File: config.mk
export PLATFORM = sky130hd
export DESIGN_NAME = ex_alu_unit
export DESIGN_NICKNAME = d
export VERILOG_FILES = /design/src/rtl/ex_alu_unit.sv
export SDC_FILE = /design/constraint.sdc
export NUM_CORES = 1
export LEC_CHECK = 0
export ABC_AREA = 0
export CAP_MARGIN = 5
export CORE_ASPECT_RATIO = 1.25
export CORE_MARGIN = 8
export CORE_UTILIZATION = 39
export DETAILED_ROUTE_END_ITERATION = 6
export PLACE_DENSITY_LB_ADDON = 0.25
export SLEW_MARGIN = 20
export SYNTH_ARGS = -nofsm -noshare
export SYNTH_HDL_FRONTEND = slang
export SYNTH_SLANG_ARGS = --single-unit
File: constraint.sdc
create_clock -name clk -period 8.77 [get_ports clk]
set_input_delay 1.3155 -clock clk [delete_from_list [all_inputs] [get_ports clk]]
set_output_delay 1.3155 -clock clk [all_outputs]
set_load 0.02 [all_outputs]
File: src/rtl/ex_alu_unit.sv
// ex_alu_unit: EX-stage ALU with registered result/zero; shifts run one bit per cycle.
// Define BARREL_SHIFT_EN to build a single-cycle barrel shifter instead (busy tied to 0).

`ifndef ALU_ADD
`define ALU_ADD  4'b0000
`endif
`ifndef ALU_SLL
`define ALU_SLL  4'b0001
`endif
`ifndef ALU_SLT
`define ALU_SLT  4'b0010
`endif
`ifndef ALU_SLTU
`define ALU_SLTU 4'b0011
`endif
`ifndef ALU_XOR
`define ALU_XOR  4'b0100
`endif
`ifndef ALU_SRL
`define ALU_SRL  4'b0101
`endif
`ifndef ALU_OR
`define ALU_OR   4'b0110
`endif
`ifndef ALU_AND
`define ALU_AND  4'b0111
`endif
`ifndef ALU_SUB
`define ALU_SUB  4'b1000
`endif
`ifndef ALU_SRA
`define ALU_SRA  4'b1101
`endif

module ex_alu_unit #(
  parameter int XLEN = 32
) (
  input  logic            clk,
  input  logic            rst,
  input  logic            in_valid,
  input  logic [3:0]      alu_sel,
  input  logic [XLEN-1:0] op_a,
  input  logic [XLEN-1:0] op_b,
  input  logic            flush,
  output logic            busy,
  output logic            out_valid,
  output logic [XLEN-1:0] result,
  output logic            zero
);

  localparam int SW = $clog2(XLEN);

  logic [SW-1:0]   w_shamt;
  logic            w_is_shift;
  logic [XLEN-1:0] w_alu_res;

  logic            r_out_valid;
  logic [XLEN-1:0] r_result;
  logic            r_zero;

  assign w_shamt    = op_b[SW-1:0];
  assign w_is_shift = (alu_sel == `ALU_SLL) || (alu_sel == `ALU_SRL) || (alu_sel == `ALU_SRA);

  // NOTE: every signal written in always_comb gets a default first, so no path can infer a latch.
  always_comb begin
    w_alu_res = '0;
    case (alu_sel)
      `ALU_ADD:  w_alu_res = op_a + op_b;
      `ALU_SUB:  w_alu_res = op_a - op_b;
      `ALU_SLT:  w_alu_res = {{(XLEN-1){1'b0}}, ($signed(op_a) < $signed(op_b))};
      `ALU_SLTU: w_alu_res = {{(XLEN-1){1'b0}}, (op_a < op_b)};
      `ALU_XOR:  w_alu_res = op_a ^ op_b;
      `ALU_OR:   w_alu_res = op_a | op_b;
      `ALU_AND:  w_alu_res = op_a & op_b;
`ifdef BARREL_SHIFT_EN
      `ALU_SLL:  w_alu_res = op_a << w_shamt;
      `ALU_SRL:  w_alu_res = op_a >> w_shamt;
      `ALU_SRA:  w_alu_res = $signed(op_a) >>> w_shamt;
`else
      // Only the shamt==0 case completes here; nonzero shifts go through the SHIFT state.
      `ALU_SLL,
      `ALU_SRL,
      `ALU_SRA:  w_alu_res = op_a;
`endif
      default:   w_alu_res = '0;
    endcase
  end

`ifdef BARREL_SHIFT_EN

  assign busy = 1'b0;

  // NOTE: sequential state uses non-blocking assignments so all registers update together at the edge.
  always_ff @(posedge clk) begin
    if (!rst) begin
      r_result    <= '0;
      r_zero      <= 1'b0;
      r_out_valid <= 1'b0;
    end else if (flush) begin
      r_out_valid <= 1'b0;
    end else begin
      r_out_valid <= in_valid;
      if (in_valid) begin
        r_result <= w_alu_res;
        r_zero   <= (w_alu_res == '0);
      end
    end
  end

`else

  typedef enum logic { S_IDLE, S_SHIFT } state_t;
  typedef enum logic [1:0] { SH_SLL, SH_SRL, SH_SRA } shop_t;

  state_t          r_state;
  shop_t           r_op;
  shop_t           w_sel_op;
  logic [XLEN-1:0] r_acc;
  logic [SW-1:0]   r_cnt;
  logic [XLEN-1:0] w_acc_next;

  assign w_sel_op = (alu_sel == `ALU_SRA) ? SH_SRA :
                    (alu_sel == `ALU_SRL) ? SH_SRL : SH_SLL;

  always_comb begin
    w_acc_next = r_acc;
    case (r_op)
      SH_SLL:  w_acc_next = {r_acc[XLEN-2:0], 1'b0};
      SH_SRL:  w_acc_next = {1'b0, r_acc[XLEN-1:1]};
      SH_SRA:  w_acc_next = {r_acc[XLEN-1], r_acc[XLEN-1:1]};
      default: w_acc_next = r_acc;
    endcase
  end

  // Stall is requested while a shift still has more than one bit to go.
  always_comb begin
    busy = 1'b0;
    if (rst && !flush) begin
      if (r_state == S_SHIFT) busy = (r_cnt > SW'(1));
      else                    busy = in_valid && w_is_shift && (w_shamt != '0);
    end
  end

  // NOTE: sequential state uses non-blocking assignments so all registers update together at the edge.
  always_ff @(posedge clk) begin
    if (!rst) begin
      r_state     <= S_IDLE;
      r_acc       <= '0;
      r_cnt       <= '0;
      r_op        <= SH_SLL;
      r_result    <= '0;
      r_zero      <= 1'b0;
      r_out_valid <= 1'b0;
    end else if (flush) begin
      r_state     <= S_IDLE;
      r_out_valid <= 1'b0;
    end else begin
      case (r_state)
        S_IDLE: begin
          r_out_valid <= 1'b0;
          if (in_valid) begin
            if (w_is_shift && (w_shamt != '0)) begin
              r_acc   <= op_a;
              r_cnt   <= w_shamt;
              r_op    <= w_sel_op;
              r_state <= S_SHIFT;
            end else begin
              r_result    <= w_alu_res;
              r_zero      <= (w_alu_res == '0);
              r_out_valid <= 1'b1;
            end
          end
        end
        S_SHIFT: begin
          r_acc       <= w_acc_next;
          r_cnt       <= r_cnt - SW'(1);
          r_out_valid <= 1'b0;
          if (r_cnt == SW'(1)) begin
            r_result    <= w_acc_next;
            r_zero      <= (w_acc_next == '0);
            r_out_valid <= 1'b1;
            r_state     <= S_IDLE;
          end
        end
        default: r_state <= S_IDLE;
      endcase
    end
  end

`endif

  assign out_valid = r_out_valid;
  assign result    = r_result;
  assign zero      = r_zero;

endmodule

==> metrics <==
I/O Buffers=106; Final nets=1642; placed cells=1787; routed vias/inst=6.27; Final Slew Violations=0; Die ar.=30700 um2; Congestion Overflow GR=0; final core utilization=0.458; Slowest-stage cell, CP=and2_1; setup violators final=0; power per cell area=119 nW/um2; drt first pass iters=7; peak supply drop=0.0000751 V; maxcap violations=0; post-DP HPWL=31000 um; wire per inst=22.3 um; Core ar.=25000 um2; fraction of layout instances using a drive strength above 1=0.0470; register area share after synthesis=0.150; Combinational Power Share=0.404; WP data arrival=5.15 ns; initial core utilization=0.394; number of synthesized register bits=74; HP Class=reg -> reg; largest net degree at the start of global routing=70; vias in the first global route=10667; Site Rows=65; CP bufs+invs=3; GRT Total Usage=0.253; Post-synth top flop=dfxtp_1; RSZ-0062 raised after global routing=false; Sequential Power Share=0.263; first-pass GRT wire length=61400 um; Crit path max-delay family=simple AND/OR/NAND/NOR gates; Routed Antenna Nets=0; Fillers=2660; Pleak=4.38 nW; EDFF count, synth=0; die height=194 um; H-tree depth=3; Post-CTS Hold Fix Bufs=0; Worst-Skew Late Latency=0.34 ns; syn_area_per_cell=6.87 um2; final hold violation count=0; clock-pin slew on the worst setup and hold paths=0.06 ns; max_slew headroom=0.309; max frequency=155 MHz; Clock Power Share=0.333; layout overhead on the synthesized area=16.3%; antenna cells=0; DIE WIDTH=158 um; routed via count=11302; drt first-iter violations=1059; drt drc=0; Critical Path Fanout Max=39; Setup TNS=0 ns; Root Buffer=clkbuf_16; Register Area=1480 um2; multi-input logic area=7630 um2; clk sinks=74; critical path's largest stage delay=0.86 ns; startpoint types=primary input; number of distinct library cells after synthesis=89; Yosys Warn Count=0; Crit. End Element=primary output; syn_nets=1614; status=complete, no violations; Async SR Flop Fraction=0; CP required=7.45 ns; setup bufs post-CTS=0; cells after synthesis=1435; Boundary Pins=107; worst-path cell chain=clkdlybuf4s50_1 -> buf_4 -> nor2b_1 -> and2_1 -> o211ai_1 -> nand2b_1 -> nand3_1 -> and2_1 -> clkdlybuf4s50_1; routability cong.=0.997; Sw Pwr=0.510 mW; FF-to-FF setup slack=5.83 ns; clock tree buffer depth=2; routed wire length=40100 um; crit path kind=in -> out; Tcrit/Tclk final=0.737; Synth Cell Area=9860 um2; number of buffers created by CTS=9; post-cts gate resize count=0; CTS tree=done; non-filler cells, final=1803; Worst Tran Pin Value=1.04 ns; Pint=0.858 mW; Tmin final=6.46 ns; Clock Skew=0.00907 ns; Sw Ratio=0.373; initial antenna violation count=1
[synth_stat cells, types with 9 or more instances]
| cell type | instances | area (um2) |
|---|---|---|
| buf_2 | 9 | 45.0 |
| a221o_1 | 11 | 110 |
| inv_1 | 101 | 379 |
| a221oi_1 | 12 | 105 |
| nand2b_1 | 19 | 119 |
| clkbuf_1 | 90 | 338 |
| nand4_1 | 20 | 125 |
| nor2_1 | 112 | 420 |
| o21ai_0 | 108 | 541 |
| and2_1 | 9 | 56.3 |
| a31oi_1 | 17 | 106 |
| o221ai_1 | 10 | 87.6 |
| o22a_1 | 27 | 236 |
| nand3_1 | 26 | 130 |
| ha_1 | 105 | 1310 |
| dfxtp_1 | 74 | 1480 |
| o211ai_1 | 59 | 443 |
| nand2_1 | 168 | 631 |
| o21a_1 | 9 | 67.6 |
| a22oi_1 | 13 | 97.6 |
| nor3_1 | 34 | 170 |
| a21oi_1 | 145 | 726 |
| nor2b_1 | 16 | 100 |
| nor4_1 | 13 | 81.3 |
| o31ai_1 | 19 | 143 |
| or3_1 | 10 | 62.6 |
| a21o_1 | 15 | 113 |
| a211oi_1 | 15 | 113 |
[power by group through the flow]
stage                     clock [mW]  sequential, mW  combinational, mW
final                          0.456           0.360              0.553
after global routing           0.473           0.362              0.596
after CTS                      0.460           0.360              0.542
after detailed placement           0           0.367              0.539
after global placement             0           0.367              0.537
after floorplan                    0           0.375              0.338
[worst paths after layout]
check | from | endpoint | depth (start not counted)
max reg2reg | r_op[0] | zero | 8
min reg2reg | result[3] | result[3] | 2
min | result[3] | result[3] | 2
max | alu_sel[0] | busy | 9
[per-layer routing]
layer / global-route usage / vias up / wire (um)
met4: 0.109 / 2 / 1690
met1: 0.329 / 5314 / 16500
li1: - / 5328 / -
met3: 0.0272 / 98 / 3160
met2: 0.414 / 560 / 18800
met5: 0 / - / 11
[through the flow]
| step | power [mW] | worst slack (ns) | hold slack (ns) | area [um2] |
|---|---|---|---|---|
| 2_1_floorplan | 0.713 | 3.97 | 0.442 | 9860 |
| 3_3_place_gp | 0.904 | 2.47 | 0.441 | 11100 |
| 3_5_place_dp | 0.906 | 2.39 | 0.446 | 11100 |
| 4_1_cts | 1.36 | 2.39 | 0.455 | 11500 |
| 5_1_grt | 1.43 | 2.17 | 0.477 | 11500 |
| 6_report | 1.37 | 2.31 | 0.450 | 11500 |
[layout make-up]
class / instances / area share
clock inverters: 7 / 0.0123
multi-input cells: 1152 / 0.665
repair buffers: 122 / 0.103
well taps: 335 / 0.0366
flip-flops and latches: 74 / 0.129
clock buffers: 9 / 0.0196
inverters: 104 / 0.0340
[cell usage in the layout, fill, tap and decap left out, drive strengths merged, types with 7 or more instances in the layout]
master         instances
a211oi                16
a21o                  15
a21oi                146
a221o                 11
a221oi                12
a22oi                 13
a311oi                 8
a31oi                 19
and2                  10
buf                   16
clkbuf                 9
clkdlybuf4s50        106
dfxtp                 74
ha                   105
inv                  103
mux2i                  7
nand2                168
nand2b                19
nand3                 26
nand3b                 8
nand4                 20
nor2                 112
nor2b                 16
nor3                  35
nor4                  13
o211ai                60
o21a                   9
o21ai                111
o221ai                12
o22a                  27
o31ai                 20
or2                    9
or3                   10
xnor2                  8
[cells by family (layout without fill, tap and decap cells)]
group / Yosys count / after routing / share of synthesized area
simple gates: 473 / 473 / 0.229
compound gates: 555 / 555 / 0.386
mux: 9 / 9 / 0.00939
xor+xnor: 8 / 8 / 0.00710
fa+ha+maj: 107 / 107 / 0.137
flops: 74 / 74 / 0.150
buf+inv: 209 / 242 / 0.0814
[sequential cells by signal, summed over array words and instances, names as in the netlist]
name / flops
r_cnt: 5
r_state: 1
r_op: 2
result: 32
out_valid: 1
r_acc: 32
zero: 1
[tightest hold or removal path: stages, from the launching register on]
cell,delay [ns]
dfxtp_1,0.31
nand2_1,0.05
a21oi_1,0.05
Power figures use the tool's default switching activity.
